==> src/rtl/frame_capture_ctrl_pkg.sv <==
// rtl/frame_capture_ctrl_pkg.sv - shared state encoding, pixel formats and default geometry
package frame_capture_ctrl_pkg;

   typedef enum logic [1:0] {
      ST_IDLE    = 2'd0,
      ST_ARM     = 2'd1,
      ST_VBLANK  = 2'd2,
      ST_CAPTURE = 2'd3
   } state_e;

   localparam logic FMT_RGB444 = 1'b0;
   localparam logic FMT_RGB565 = 1'b1;

   localparam int DEF_H_ACTIVE = 640;
   localparam int DEF_V_ACTIVE = 480;
   localparam int DEF_ADDR_W   = 17;
   localparam int DEF_DEPTH    = 76800;
   localparam int DEF_CNT_W    = 11;

   // Low-bit mask a coordinate must clear to be kept; codes 2 and 3 both mean 1:4.
   function automatic logic [1:0] dec_mask(input logic [1:0] dec);
      case (dec)
         2'd0:    dec_mask = 2'b00;
         2'd1:    dec_mask = 2'b01;
         default: dec_mask = 2'b11;
      endcase
   endfunction

endpackage

==> src/rtl/frame_capture_ctrl_pixel_pack.sv <==
// rtl/frame_capture_ctrl_pixel_pack.sv - byte-pair assembly and format mapping
module rgb_pixel_pack
   import frame_capture_ctrl_pkg::*;
(
   input  logic        clk_i,
   input  logic        rst_ni,
   input  logic        active_i,
   input  logic        clear_i,
   input  logic        href_i,
   input  logic        href_rise_i,
   input  logic [7:0]  byte_i,
   input  logic        fmt_i,
   output logic        pix_valid_o,
   output logic [15:0] pix_data_o
);

   logic       phase_q;
   logic [7:0] b1_q;
   logic       phase_eff;

   // The first byte of a line must land in phase 0 even if a stray odd byte was seen before.
   assign phase_eff   = href_rise_i ? 1'b0 : phase_q;
   assign pix_valid_o = active_i && href_i && phase_eff;

   always_ff @(posedge clk_i or negedge rst_ni) begin
      if (!rst_ni) begin
         phase_q <= 1'b0;
         b1_q    <= 8'h00;
      end else if (clear_i || !active_i) begin
         phase_q <= 1'b0;
      end else if (href_i) begin
         if (!phase_eff) begin
            b1_q    <= byte_i;
            phase_q <= 1'b1;
         end else begin
            phase_q <= 1'b0;
         end
      end
   end

   always_comb begin
      pix_data_o = {b1_q, byte_i};
      case (fmt_i)
         FMT_RGB444: pix_data_o = {4'h0, b1_q[7:4], b1_q[2:0], byte_i[7], byte_i[4:1]};
         FMT_RGB565: pix_data_o = {b1_q, byte_i};
         default:    pix_data_o = {b1_q, byte_i};
      endcase
   end

endmodule

==> src/rtl/frame_capture_ctrl.sv <==
// rtl/frame_capture_ctrl.sv - camera byte stream to framebuffer writes with decimation and geometry checks
module frame_capture_ctrl
   import frame_capture_ctrl_pkg::*;
#(
   parameter int H_ACTIVE = DEF_H_ACTIVE,
   parameter int V_ACTIVE = DEF_V_ACTIVE,
   parameter int ADDR_W   = DEF_ADDR_W,
   parameter int DEPTH    = DEF_DEPTH,
   parameter int CNT_W    = DEF_CNT_W
) (
   input  logic              clk,
   input  logic              reset,
   input  logic              vsync,
   input  logic              href,
   input  logic [7:0]        D_data,
   input  logic              enable,
   input  logic              continuous,
   input  logic              start_capture,
   input  logic              fmt,
   input  logic [1:0]        dec,
   output logic              write_enable,
   output logic [ADDR_W-1:0] save_address,
   output logic [15:0]       save_data,
   output logic              busy,
   output logic              frame_done,
   output logic              line_err,
   output logic              frame_err,
   output logic              overflow
);

   logic              vs_q, vs_p_q, hr_q, hr_p_q;
   logic [7:0]        d_q;
   state_e            state_q;
   logic [CNT_W-1:0]  x_q, y_q;
   logic [ADDR_W-1:0] addr_q, save_address_q;
   logic              full_q;
   logic [15:0]       save_data_q;
   logic              fmt_q;
   logic [1:0]        dec_q;
   logic              write_enable_q, busy_q, frame_done_q;
   logic              line_err_q, frame_err_q, overflow_q;

   logic              vs_rise, vs_fall, hr_rise, hr_fall;
   logic              capturing, pack_clear, pix_valid, keep;
   logic [1:0]        keep_mask;
   logic [15:0]       pix_data;

   assign vs_rise    = vs_q && !vs_p_q;
   assign vs_fall    = !vs_q && vs_p_q;
   assign hr_rise    = hr_q && !hr_p_q;
   assign hr_fall    = !hr_q && hr_p_q;
   assign capturing  = (state_q == ST_CAPTURE) && enable;
   assign pack_clear = (state_q == ST_VBLANK) && vs_fall;
   assign keep_mask  = dec_mask(dec_q);
   assign keep       = ((x_q[1:0] & keep_mask) == 2'b00) && ((y_q[1:0] & keep_mask) == 2'b00);

   rgb_pixel_pack u_pack (
      .clk_i       (clk),
      .rst_ni      (reset),
      .active_i    (capturing),
      .clear_i     (pack_clear),
      .href_i      (hr_q),
      .href_rise_i (hr_rise),
      .byte_i      (d_q),
      .fmt_i       (fmt_q),
      .pix_valid_o (pix_valid),
      .pix_data_o  (pix_data)
   );

   always_ff @(posedge clk or negedge reset) begin
      if (!reset) begin
         vs_q           <= 1'b0;
         vs_p_q         <= 1'b0;
         hr_q           <= 1'b0;
         hr_p_q         <= 1'b0;
         d_q            <= 8'h00;
         state_q        <= ST_IDLE;
         x_q            <= '0;
         y_q            <= '0;
         addr_q         <= '0;
         save_address_q <= '0;
         full_q         <= 1'b0;
         save_data_q    <= 16'h0000;
         fmt_q          <= FMT_RGB444;
         dec_q          <= 2'd0;
         write_enable_q <= 1'b0;
         busy_q         <= 1'b0;
         frame_done_q   <= 1'b0;
         line_err_q     <= 1'b0;
         frame_err_q    <= 1'b0;
         overflow_q     <= 1'b0;
      end else begin
         vs_q           <= vsync;
         hr_q           <= href;
         d_q            <= D_data;
         vs_p_q         <= vs_q;
         hr_p_q         <= hr_q;
         write_enable_q <= 1'b0;
         frame_done_q   <= 1'b0;

         if (!enable) begin
            state_q <= ST_IDLE;
            busy_q  <= 1'b0;
         end else begin
            case (state_q)
               ST_IDLE: begin
                  if (continuous || start_capture) begin
                     state_q        <= ST_ARM;
                     busy_q         <= 1'b1;
                     line_err_q     <= 1'b0;
                     frame_err_q    <= 1'b0;
                     overflow_q     <= 1'b0;
                     addr_q         <= '0;
                     save_address_q <= '0;
                     full_q         <= 1'b0;
                  end
               end
               // Waiting for blanking first keeps a mid-frame arm from capturing a partial frame.
               ST_ARM: begin
                  if (vs_q) state_q <= ST_VBLANK;
               end
               ST_VBLANK: begin
                  if (vs_fall) begin
                     state_q <= ST_CAPTURE;
                     x_q     <= '0;
                     y_q     <= '0;
                     addr_q  <= '0;
                     full_q  <= 1'b0;
                     fmt_q   <= fmt;
                     dec_q   <= dec;
                  end
               end
               ST_CAPTURE: begin
                  if (pix_valid) begin
                     x_q <= x_q + CNT_W'(1);
                     if (keep) begin
                        if (full_q) begin
                           overflow_q <= 1'b1;
                        end else begin
                           write_enable_q <= 1'b1;
                           save_address_q <= addr_q;
                           save_data_q    <= pix_data;
                           if (addr_q == ADDR_W'(DEPTH - 1)) full_q <= 1'b1;
                           else                               addr_q <= addr_q + ADDR_W'(1);
                        end
                     end
                  end
                  if (hr_fall) begin
                     if (x_q != CNT_W'(H_ACTIVE)) line_err_q <= 1'b1;
                     y_q <= y_q + CNT_W'(1);
                     x_q <= '0;
                  end
                  if (vs_rise) begin
                     frame_done_q <= 1'b1;
                     if (y_q != CNT_W'(V_ACTIVE)) frame_err_q <= 1'b1;
                     if (continuous) begin
                        state_q <= ST_VBLANK;
                     end else begin
                        state_q <= ST_IDLE;
                        busy_q  <= 1'b0;
                     end
                  end
               end
               default: state_q <= ST_IDLE;
            endcase
         end
      end
   end

   assign write_enable = write_enable_q;
   assign save_address = save_address_q;
   assign save_data    = save_data_q;
   assign busy         = busy_q;
   assign frame_done   = frame_done_q;
   assign line_err     = line_err_q;
   assign frame_err    = frame_err_q;
   assign overflow     = overflow_q;

endmodule

==> config.mk <==
export PLATFORM = sky130hd
export DESIGN_NAME = frame_capture_ctrl
export DESIGN_NICKNAME = d
export VERILOG_FILES = /design/src/rtl/frame_capture_ctrl_pkg.sv /design/src/rtl/frame_capture_ctrl_pixel_pack.sv /design/src/rtl/frame_capture_ctrl.sv
export SDC_FILE = /design/constraint.sdc
export NUM_CORES = 1
export LEC_CHECK = 0
export ABC_AREA = 1
export CAP_MARGIN = 20
export CORE_MARGIN = 5
export CORE_UTILIZATION = 36
export DETAILED_ROUTE_END_ITERATION = 10
export PLACE_DENSITY = 0.61
export SKIP_LAST_GASP = 1
export SLEW_MARGIN = 30
export SYNTH_ARGS = -nofsm -noshare
export SYNTH_HDL_FRONTEND = slang
export SYNTH_SLANG_ARGS = --single-unit
==> constraint.sdc <==
create_clock -name clk -period 1.8 [get_ports clk]
set_input_delay 0.36 -clock clk [delete_from_list [all_inputs] [get_ports clk]]
set_output_delay 0.36 -clock clk [all_outputs]
set_load 0.01 [all_outputs]
Yosys cells after proc, flatten, opt, wreduce, memory -nomap -nowiden
Cells that the tools add are included.
Widths: inputs -> output; s select.
{ "op_classes": {"add_sub_neg": 3, "n_eq_ne": 25, "muxes": 60, "bitwise": 6, "reduce_logical": 37} }
{ "op_table": {"columns": ["cell", "n"], "rows": [
  ["$mux 17", 9],
  ["$pmux 17 s3", 1],
  ["$mux 11", 4],
  ["$pmux 11 s2", 2],
  ["$pmux 17 s2", 1],
  ["$pmux 16 s2", 1],
  ["$mux 1", 29],
  ["$add 11x1->11 const B", 2],
  ["$ne 2x2->1 const B", 9],
  ["$ne 3x3->1 const B", 6],
  ["$reduce_and 6->1", 3],
  ["$add 17x1->17 const B", 1],
  ["$eq 17x17->1 const B", 1],
  ["$reduce_and 4->1", 4],
  ["$reduce_and 5->1", 3],
  ["$mux 2", 6],
  ["$ne 11x10->1 const B", 1],
  ["$ne 11x9->1 const B", 1],
  ["$logic_and 1x1->1", 9],
  ["$logic_not 2->1", 4],
  ["$pmux 1 s2", 4],
  ["$pmux 2 s4", 1],
  ["$reduce_and 8->1", 1],
  ["$reduce_and 3->1", 2],
  ["other kinds (12)", 26]
]} }
{ "word_totals": {"reg_bits": 105, "word_cells": 153} }

Depth between registers and ports, before layout
Gate-level depths: netlist of run 1.
{ "depth": {"depth_word": 9, "mapped_depth": 11, "mapped_depth_nobuf": 11} }

Modules after synthesis
Synthesis of run 1 repeated with hierarchy kept, for this count alone.
{ "unflattened": {"cells_unflattened": 721, "hier_area_um2": 5487.8} }
{ "by_module_without_submodules": {"columns": ["mod", "n_inst", "cells_each", "area_per_inst_um2"], "rows": [
  ["frame_capture_ctrl", 1, 640, 4882.2],
  ["rgb_pixel_pack", 1, 81, 605.6]
]} }

Least setup slack after synthesis of run 1
Ideal clock, no wire load.
{ "synth_path": {"path_kind": "register to register", "startpoint": "reg addr_q[0]", "endpoint": "reg addr_q[12]", "arrival_time_ns": 1.470, "t_required_ns": 1.683, "path_slack_ns": 0.213, "path_stages_with_launch": 10, "path_buffers": 1, "period_less_slack_ns": 1.587, "cell_sequence": "dfrtp_1 > ha_1 > nand2_1 > nor2_1 > nand2_1 > o21bai_1 > nor2_4 > buf_6 > nand2_1 > nand2_1"} }
{ "synth_between": {"elab_chain_cells": 6} }
{ "synth_rtl": {"columns": ["element", "line", "rtl"], "rows": [
  ["start: declaration", "frame_capture_ctrl.sv:35", "logic [ADDR_W-1:0] addr_q, save_address_q;"],
  ["start signal: assignment", "frame_capture_ctrl.sv:144", "else addr_q <= addr_q + ADDR_W'(1);"],
  ["$add 17x1->17", "frame_capture_ctrl.sv:144", null],
  ["$mux 17", "frame_capture_ctrl.sv:143", "if (addr_q == ADDR_W'(DEPTH - 1)) full_q <= 1'b1;"],
  ["$mux 17", "frame_capture_ctrl.sv:137", "if (full_q) begin"],
  ["$mux 17", "frame_capture_ctrl.sv:136", "if (keep) begin"],
  ["$mux 17", "frame_capture_ctrl.sv:134", "if (pix_valid) begin"],
  ["$pmux 17 s3", "frame_capture_ctrl.sv:105", "case (state_q)"]
]} }
Parallel ways exist; a longest one is shown, timed or not. The select of a mux whose other input is x is not followed.
A chain may end at the register's enable or synchronous reset.

Worst setup path after layout of run 1
{ "layout_path": {"startpoint": "reg busy_q, in the netlist busy", "endpoint": "out busy"} }
{ "layout_lines": {"columns": ["element", "line", "rtl"], "rows": [
  ["start: declaration", "frame_capture_ctrl.sv:40", "logic write_enable_q, busy_q, frame_done_q;"],
  ["start signal: assignment", "frame_capture_ctrl.sv:87", "busy_q <= 1'b0;"],
  ["start signal: assignment", "frame_capture_ctrl.sv:103", "busy_q <= 1'b0;"],
  ["start signal: assignment", "frame_capture_ctrl.sv:109", "busy_q <= 1'b1;"],
  ["end: declaration", "frame_capture_ctrl.sv:24", "output logic busy,"]
]} }
No word-level cell between the ends.

==> flow_metrics.env, run 1 <==
export IMPL_htreeDepth=3
export IMPL_rows=44
export IMPL_max_freq_ghz=0.602
export IMPL_final_cell_mix="nand2_1, dfrtp_1, inv_1, nor2_1, o21ai_0"
export IMPL_power_density_nw_per_um2=1110
export IMPL_cts_tree="yes"
export IMPL_numCtsBuffers=9
export IMPL_leakagePower_nw=3.15
export IMPL_cp_slowest_cell="clkdlybuf4s50_1"
export IMPL_drv_slew=0
export IMPL_finalSetupViolations=0
export IMPL_placed_area_um2=6270
export IMPL_synthTopCellsByArea="dfrtp_1, nand2_1, o21ai_0"
export IMPL_fin_crit_sh=0.923
export IMPL_initial_core_util=0.364
export IMPL_timing_worst_slew_pin_value_ns=0.394
export IMPL_core_um2=14400
export IMPL_grt_pass1_vias=4419
export IMPL_final_cell_count_no_fill=956
export IMPL_die_x_um=131
export IMPL_min_path_type="reg2reg"
export IMPL_crit_chain="clkdlybuf4s50_1"
export IMPL_antenna_found_initial=0
export IMPL_yosysWarnings=0
export IMPL_placed_cells=939
export IMPL_yosys_area_top_type="dfrtp_1"
export IMPL_ys_types=35
export IMPL_place_congestion=0.886
export IMPL_wl_per_cell_um=12.8
export IMPL_port_buffers=56
export IMPL_post_drt_via_cell_ratio=4.80
export IMPL_wirelength_mm=12.2
export IMPL_crit_fanout=2
export IMPL_die_h_um=131
export IMPL_final_util=0.460
export IMPL_synthCells=683
export IMPL_cts_sinks=105
export IMPL_design_area_um2=6640
export IMPL_max_stage_delay_ns=0.55
export IMPL_clk_pin_slew_ns=0.08
export IMPL_fin_hold_ws_ns=0.421
export IMPL_multi_input_area_um2=2260
export IMPL_synth_fp_nets=706
export IMPL_status="finished clean"
export IMPL_cp_required_ns=1.44
export IMPL_grt_usage=0.154
export IMPL_crit_family="buffers and inverters"
export IMPL_drt_iter0_markers=361
export IMPL_grt_max_degree=33
export IMPL_slew_headroom=0.737
export IMPL_overflow=0
export IMPL_rsz0062_at_grt="no"
export IMPL_layout_nets=790
export IMPL_vias=4586
export IMPL_syn_cell_area_um2=5250
export IMPL_syn_to_final_growth_pct=26.6
export IMPL_start_kind="register"
export IMPL_path_class="reg2out"
export IMPL_grt_pass1_wl_mm=21.2
export IMPL_final_common_cell="nand2_1"
export IMPL_ios=57
export IMPL_drc=0
export IMPL_finClkSkew_ns=0.0110
export IMPL_insertion_delay_ns=0.36
export IMPL_cts_buffer_depth=2
export IMPL_drive_above_1_share=0.0972
export IMPL_diodes=0
export IMPL_n_fill_cell=1434
export IMPL_cp_end_kind="output pin"
export IMPL_hold_viol_final=0
export IMPL_die_area_um2=17100
export IMPL_synth_seq_cells=105
export IMPL_ant_nets=0
export IMPL_drv_cap=0
export IMPL_post_cts_buffers=0
export IMPL_drt_pass1_iterations=5
export IMPL_worst_path_buf_inv=1
export IMPL_period_minus_slack_ns=1.66
export IMPL_yosysSeqAreaShare=0.501
export IMPL_clock_root_buffer="clkbuf_16"
export IMPL_postSynthAreaPerCell_um2=7.68
export IMPL_arrival_ns=1.30
export IMPL_regArea_um2=2630
export IMPL_ir_worst_vdd_mv=0.555
export IMPL_yosys_area_top_type_share=0.501
export IMPL_dp_hpwl_mm=9.03
==> final timing paths <==
kind                                          to  depth (start not counted)  startpoint  slack (ns)
worst max-delay path                        busy                          1        busy        0.14
worst min-delay path                      vs_p_q                          0        vs_q        0.42
worst max register to register   save_address[7]                          9  state_q[0]        0.15
worst min register to register            vs_p_q                          0        vs_q        0.42
max in group asynchronous              addr_q[0]                          3       reset        0.82
min in group asynchronous       save_address[12]                          2       reset        0.46
==> power by group <==
part	switching (mW)	internal [mW]	total [mW]
Sequential	0.365	2.76	3.12
Clock	1.01	1.00	2.01
Combinational	1.37	0.892	2.26
==> metrics by stage <==
stage	setup WS [ns]	power (mW)	setup TNS, ns
final	0.139	7.40	0
after global routing	0.00990	7.94	0
after CTS	0.0401	7.44	0
after detailed placement	-0.306	5.38	-14.63
after global placement	-0.237	5.31	-10.19
after floorplan	0.213	4.55	0
==> final cells by class <==
type	count	area share
inverters	73	0.0422
clock buffers	9	0.0339
repair buffers	92	0.139
multi-input cells	486	0.341
flip-flops and latches	105	0.396
well taps	184	0.0347
clock inverters	7	0.0141
==> synth_stat cells (all sizes together) <==
cell type  instances
o31ai              2
o21a               1
nor4               1
nand3             40
o22ai              1
nand3b             1
inv               73
nand2            242
o21ai             61
ha                 5
o211ai             1
a31oi              1
dfrtp            105
buf               11
mux2i              4
nor2              75
clkbuf             8
o21bai             4
xor2               2
nor3b              3
nor3              14
nand4             11
a21oi             17
==> sequential cells by signal, summed over array words and instances, names as in the netlist, 2 cells and up <==
name,cells
state_q,2
addr_q,17
dec_q,2
save_data,16
u_pack.b1_q,8
y_q,11
save_address,17
d_q,8
x_q,11
==> routing by layer <==
metal	GRT usage	part of all wire	routed length, µm
met1	0.214	0.48	5840
met2	0.237	0.46	5610
met3	0.0382	0.051	624
met4	0.0484	0.013	161
met5	0	0	0
==> kinds of logic after synthesis <==
group	Yosys count	synth area share
and+or+nand+nor	387	0.314
DFF	105	0.501
buffers and inverters	92	0.0739
AOI/OAI and AO/OA	88	0.0882
adders and majority gates	5	0.0119
muxes	4	0.00763
xor gates and xnor gates	2	0.00334
==> timing repair <==
| action | 4_1_cts | 5_1_grt |
|---|---|---|
| hold endpoints to repair | 22 | 0 |
| endpoints found under the setup margin | 0 | 44 |
| resized for setup | 0 | 13 |
| hold buffers | 1 | 0 |
Power figures use the tool's default switching activity.
==> run 2, diff against run 1 <==
--- a/config.mk
+++ b/config.mk
@@ -9,8 +9,9 @@
 export CAP_MARGIN = 20
 export CORE_MARGIN = 5
 export CORE_UTILIZATION = 36
+export CTS_BUF_LIST = sky130_fd_sc_hd__clkbuf_2 sky130_fd_sc_hd__clkbuf_4 sky130_fd_sc_hd__clkbuf_8
 export DETAILED_ROUTE_END_ITERATION = 10
-export PLACE_DENSITY = 0.61
+export PLACE_DENSITY = 0.63
 export SKIP_LAST_GASP = 1
 export SLEW_MARGIN = 30
 export SYNTH_ARGS = -nofsm -noshare
==> constraint.sdc (replaced) <==
create_clock -name clk -period 1.4 [get_ports clk]
set_input_delay 0.28 -clock clk [delete_from_list [all_inputs] [get_ports clk]]
set_output_delay 0.28 -clock clk [all_outputs]
set_load 0.01 [all_outputs]
==> run 2 against run 1 <==
Against the previous run: the run now ends with setup timing left; critical path depth rose by 8; final cell count rose by 8.9%; sequential share of layout area fell by 5.3 points; global-route usage fell by 0.16 points; via count rose by 5.4%; final area rose by 16%; non-clock buffer count rose by 85; sequential cell count did not move; clock power barely moved; hold slack got worse by 0.13 ns; largest power group is now combinational cells.
==> flow_metrics.env, run 2 (synthesis results as in run 1) <==
export IMPL_violations="setup timing"
export IMPL_layout_nets=875
export IMPL_drc=0
export IMPL_final_common_cell="nand2_1"
export IMPL_cts_tree="yes"
export IMPL_initial_core_util=0.364
export IMPL_syn_to_final_growth_pct=46.4
export IMPL_status="complete, but fails checks"
export IMPL_rows=44
export IMPL_dp_hpwl_mm=8.88
export IMPL_grt_pass1_wl_mm=20.7
export IMPL_start_kind="register"
export IMPL_drv_slew=0
export IMPL_post_drt_via_cell_ratio=4.64
export IMPL_vias=4835
export IMPL_die_h_um=131
export IMPL_port_buffers=56
export IMPL_arrival_ns=1.90
export IMPL_ios=57
export IMPL_clock_root_buffer="clkbuf_8"
export IMPL_drt_iter0_markers=306
export IMPL_die_area_um2=17100
export IMPL_grt_usage=0.152
export IMPL_n_fill_cell=1332
export IMPL_min_path_type="in2reg"
export IMPL_placed_cells=990
export IMPL_leakagePower_nw=3.77
export IMPL_rsz0062_at_grt="yes"
export IMPL_finalSetupViolations=77
export IMPL_drv_cap=0
export IMPL_power_density_nw_per_um2=1350
export IMPL_diodes=0
export IMPL_fin_hold_ws_ns=0.294
export IMPL_post_place_ws_ns=-0.516
export IMPL_timing_worst_slew_pin_value_ns=0.348
export IMPL_period_minus_slack_ns=1.60
export IMPL_final_cell_count_no_fill=1041
export IMPL_die_x_um=131
export IMPL_drive_above_1_share=0.286
export IMPL_cts_buffer_depth=2
export IMPL_insertion_delay_ns=0.40
export IMPL_wl_per_cell_um=12.8
export IMPL_drt_pass1_iterations=4
export IMPL_crit_fanout=8
export IMPL_placed_area_um2=6700
export IMPL_grt_max_degree=62
export IMPL_antenna_found_initial=0
export IMPL_cts_sinks=105
export IMPL_ir_worst_vdd_mv=0.676
export IMPL_setup_slack_ns=-0.200
export IMPL_final_cell_mix="nand2_1, dfrtp_1, buf_4, inv_1, nor2_1"
export IMPL_clk_pin_slew_ns=0.12
export IMPL_max_freq_ghz=0.625
export IMPL_slew_headroom=0.766
export IMPL_ant_nets=0
export IMPL_hold_viol_final=0
export IMPL_grt_pass1_vias=4234
export IMPL_regToRegSetupSlack_ns=-0.20
export IMPL_htreeDepth=3
export IMPL_numCtsBuffers=9
export IMPL_cp_required_ns=1.70
export IMPL_wirelength_mm=13.3
export IMPL_core_um2=14400
export IMPL_path_class="reg2reg"
export IMPL_place_congestion=0.883
export IMPL_design_area_um2=7680
export IMPL_finalSetupTns_ns=-8.68
export IMPL_cp_end_kind="register"
export IMPL_overflow=0
export IMPL_finClkSkew_ns=0.0144
export IMPL_fin_crit_sh=1.14
## run 2: cell count changes in the layout (fill, tap and decap cells not counted), sizes merged, moves of 2 or more
cell and change:
clkdlybuf4s50 -38, buf +82, inv +3, clkinv -2, clkdlybuf4s15 +19, dlygate4sd2 +18
clkbuf +5
## run 2: per-stage QoR
step,utilization,power [mW]
2_1_floorplan,-,5.89
3_3_place_gp,0.464,7.32
3_5_place_dp,0.464,7.36
4_1_cts,0.503,9.97
5_1_grt,0.532,11.0
6_report,0.532,10.4
## run 2: metal layers
layer  share of wire  GRT usage  up-vias
li1                -          -     2520
met1            0.50      0.223     2243
met2            0.45      0.225       65
met3           0.037     0.0390        7
met4           0.010     0.0381        0
met5               0          0        -
## run 2: worst paths after layout
kind                                 start               end  depth (start not counted)
worst min-delay path             D_data[3]            d_q[3]                          1
max in group asynchronous            reset              hr_q                          3
min in group asynchronous            reset  save_address[10]                          3
worst max-delay path            state_q[1]      save_data[8]                          9
worst min register to register        hr_q            hr_p_q                          0
worst max register to register  state_q[1]      save_data[8]                          9
## run 2: worst max-delay path, stage by stage (launching register included)
cell	delay [ns]
dfrtp_2	0.44
nand2_4	0.11
nor2_4	0.14
nand3_4	0.10
buf_6	0.15
inv_4	0.06
nand4_4	0.17
clkbuf_16	0.23
nand2_2	0.06
o21ai_1	0.06
## run 2: where the power goes
part | leakage, nW | switching, mW | total [mW] | internal (mW)
Sequential | 1.40 | 0.419 | 3.96 | 3.54
Combinational | 2.26 | 2.36 | 4.37 | 2.01
Clock | 0.111 | 1.27 | 2.03 | 0.752
## run 2: final cells by class
type	instances	area, µm²	area share
Timing Repair Buffer	177	1690	0.220
Inverter	73	294	0.0383
Tap cell	184	230	0.0300
Sequential cell	105	2630	0.343
Clock inverter	7	98.8	0.0129
Clock buffer	9	124	0.0161
Multi-Input combinational cell	486	2620	0.341
## run 2: repair_timing
| item | CTS | global route |
|---|---|---|
| hold buffers | 1 | 0 |
| setup endpoints to repair | 119 | 98 |
| hold endpoints to repair | 105 | 0 |
| gates cloned | 3 | 5 |
| setup buffers | 15 | 15 |
| gates resized for setup | 122 | 118 |
| pin swaps | 10 | 35 |
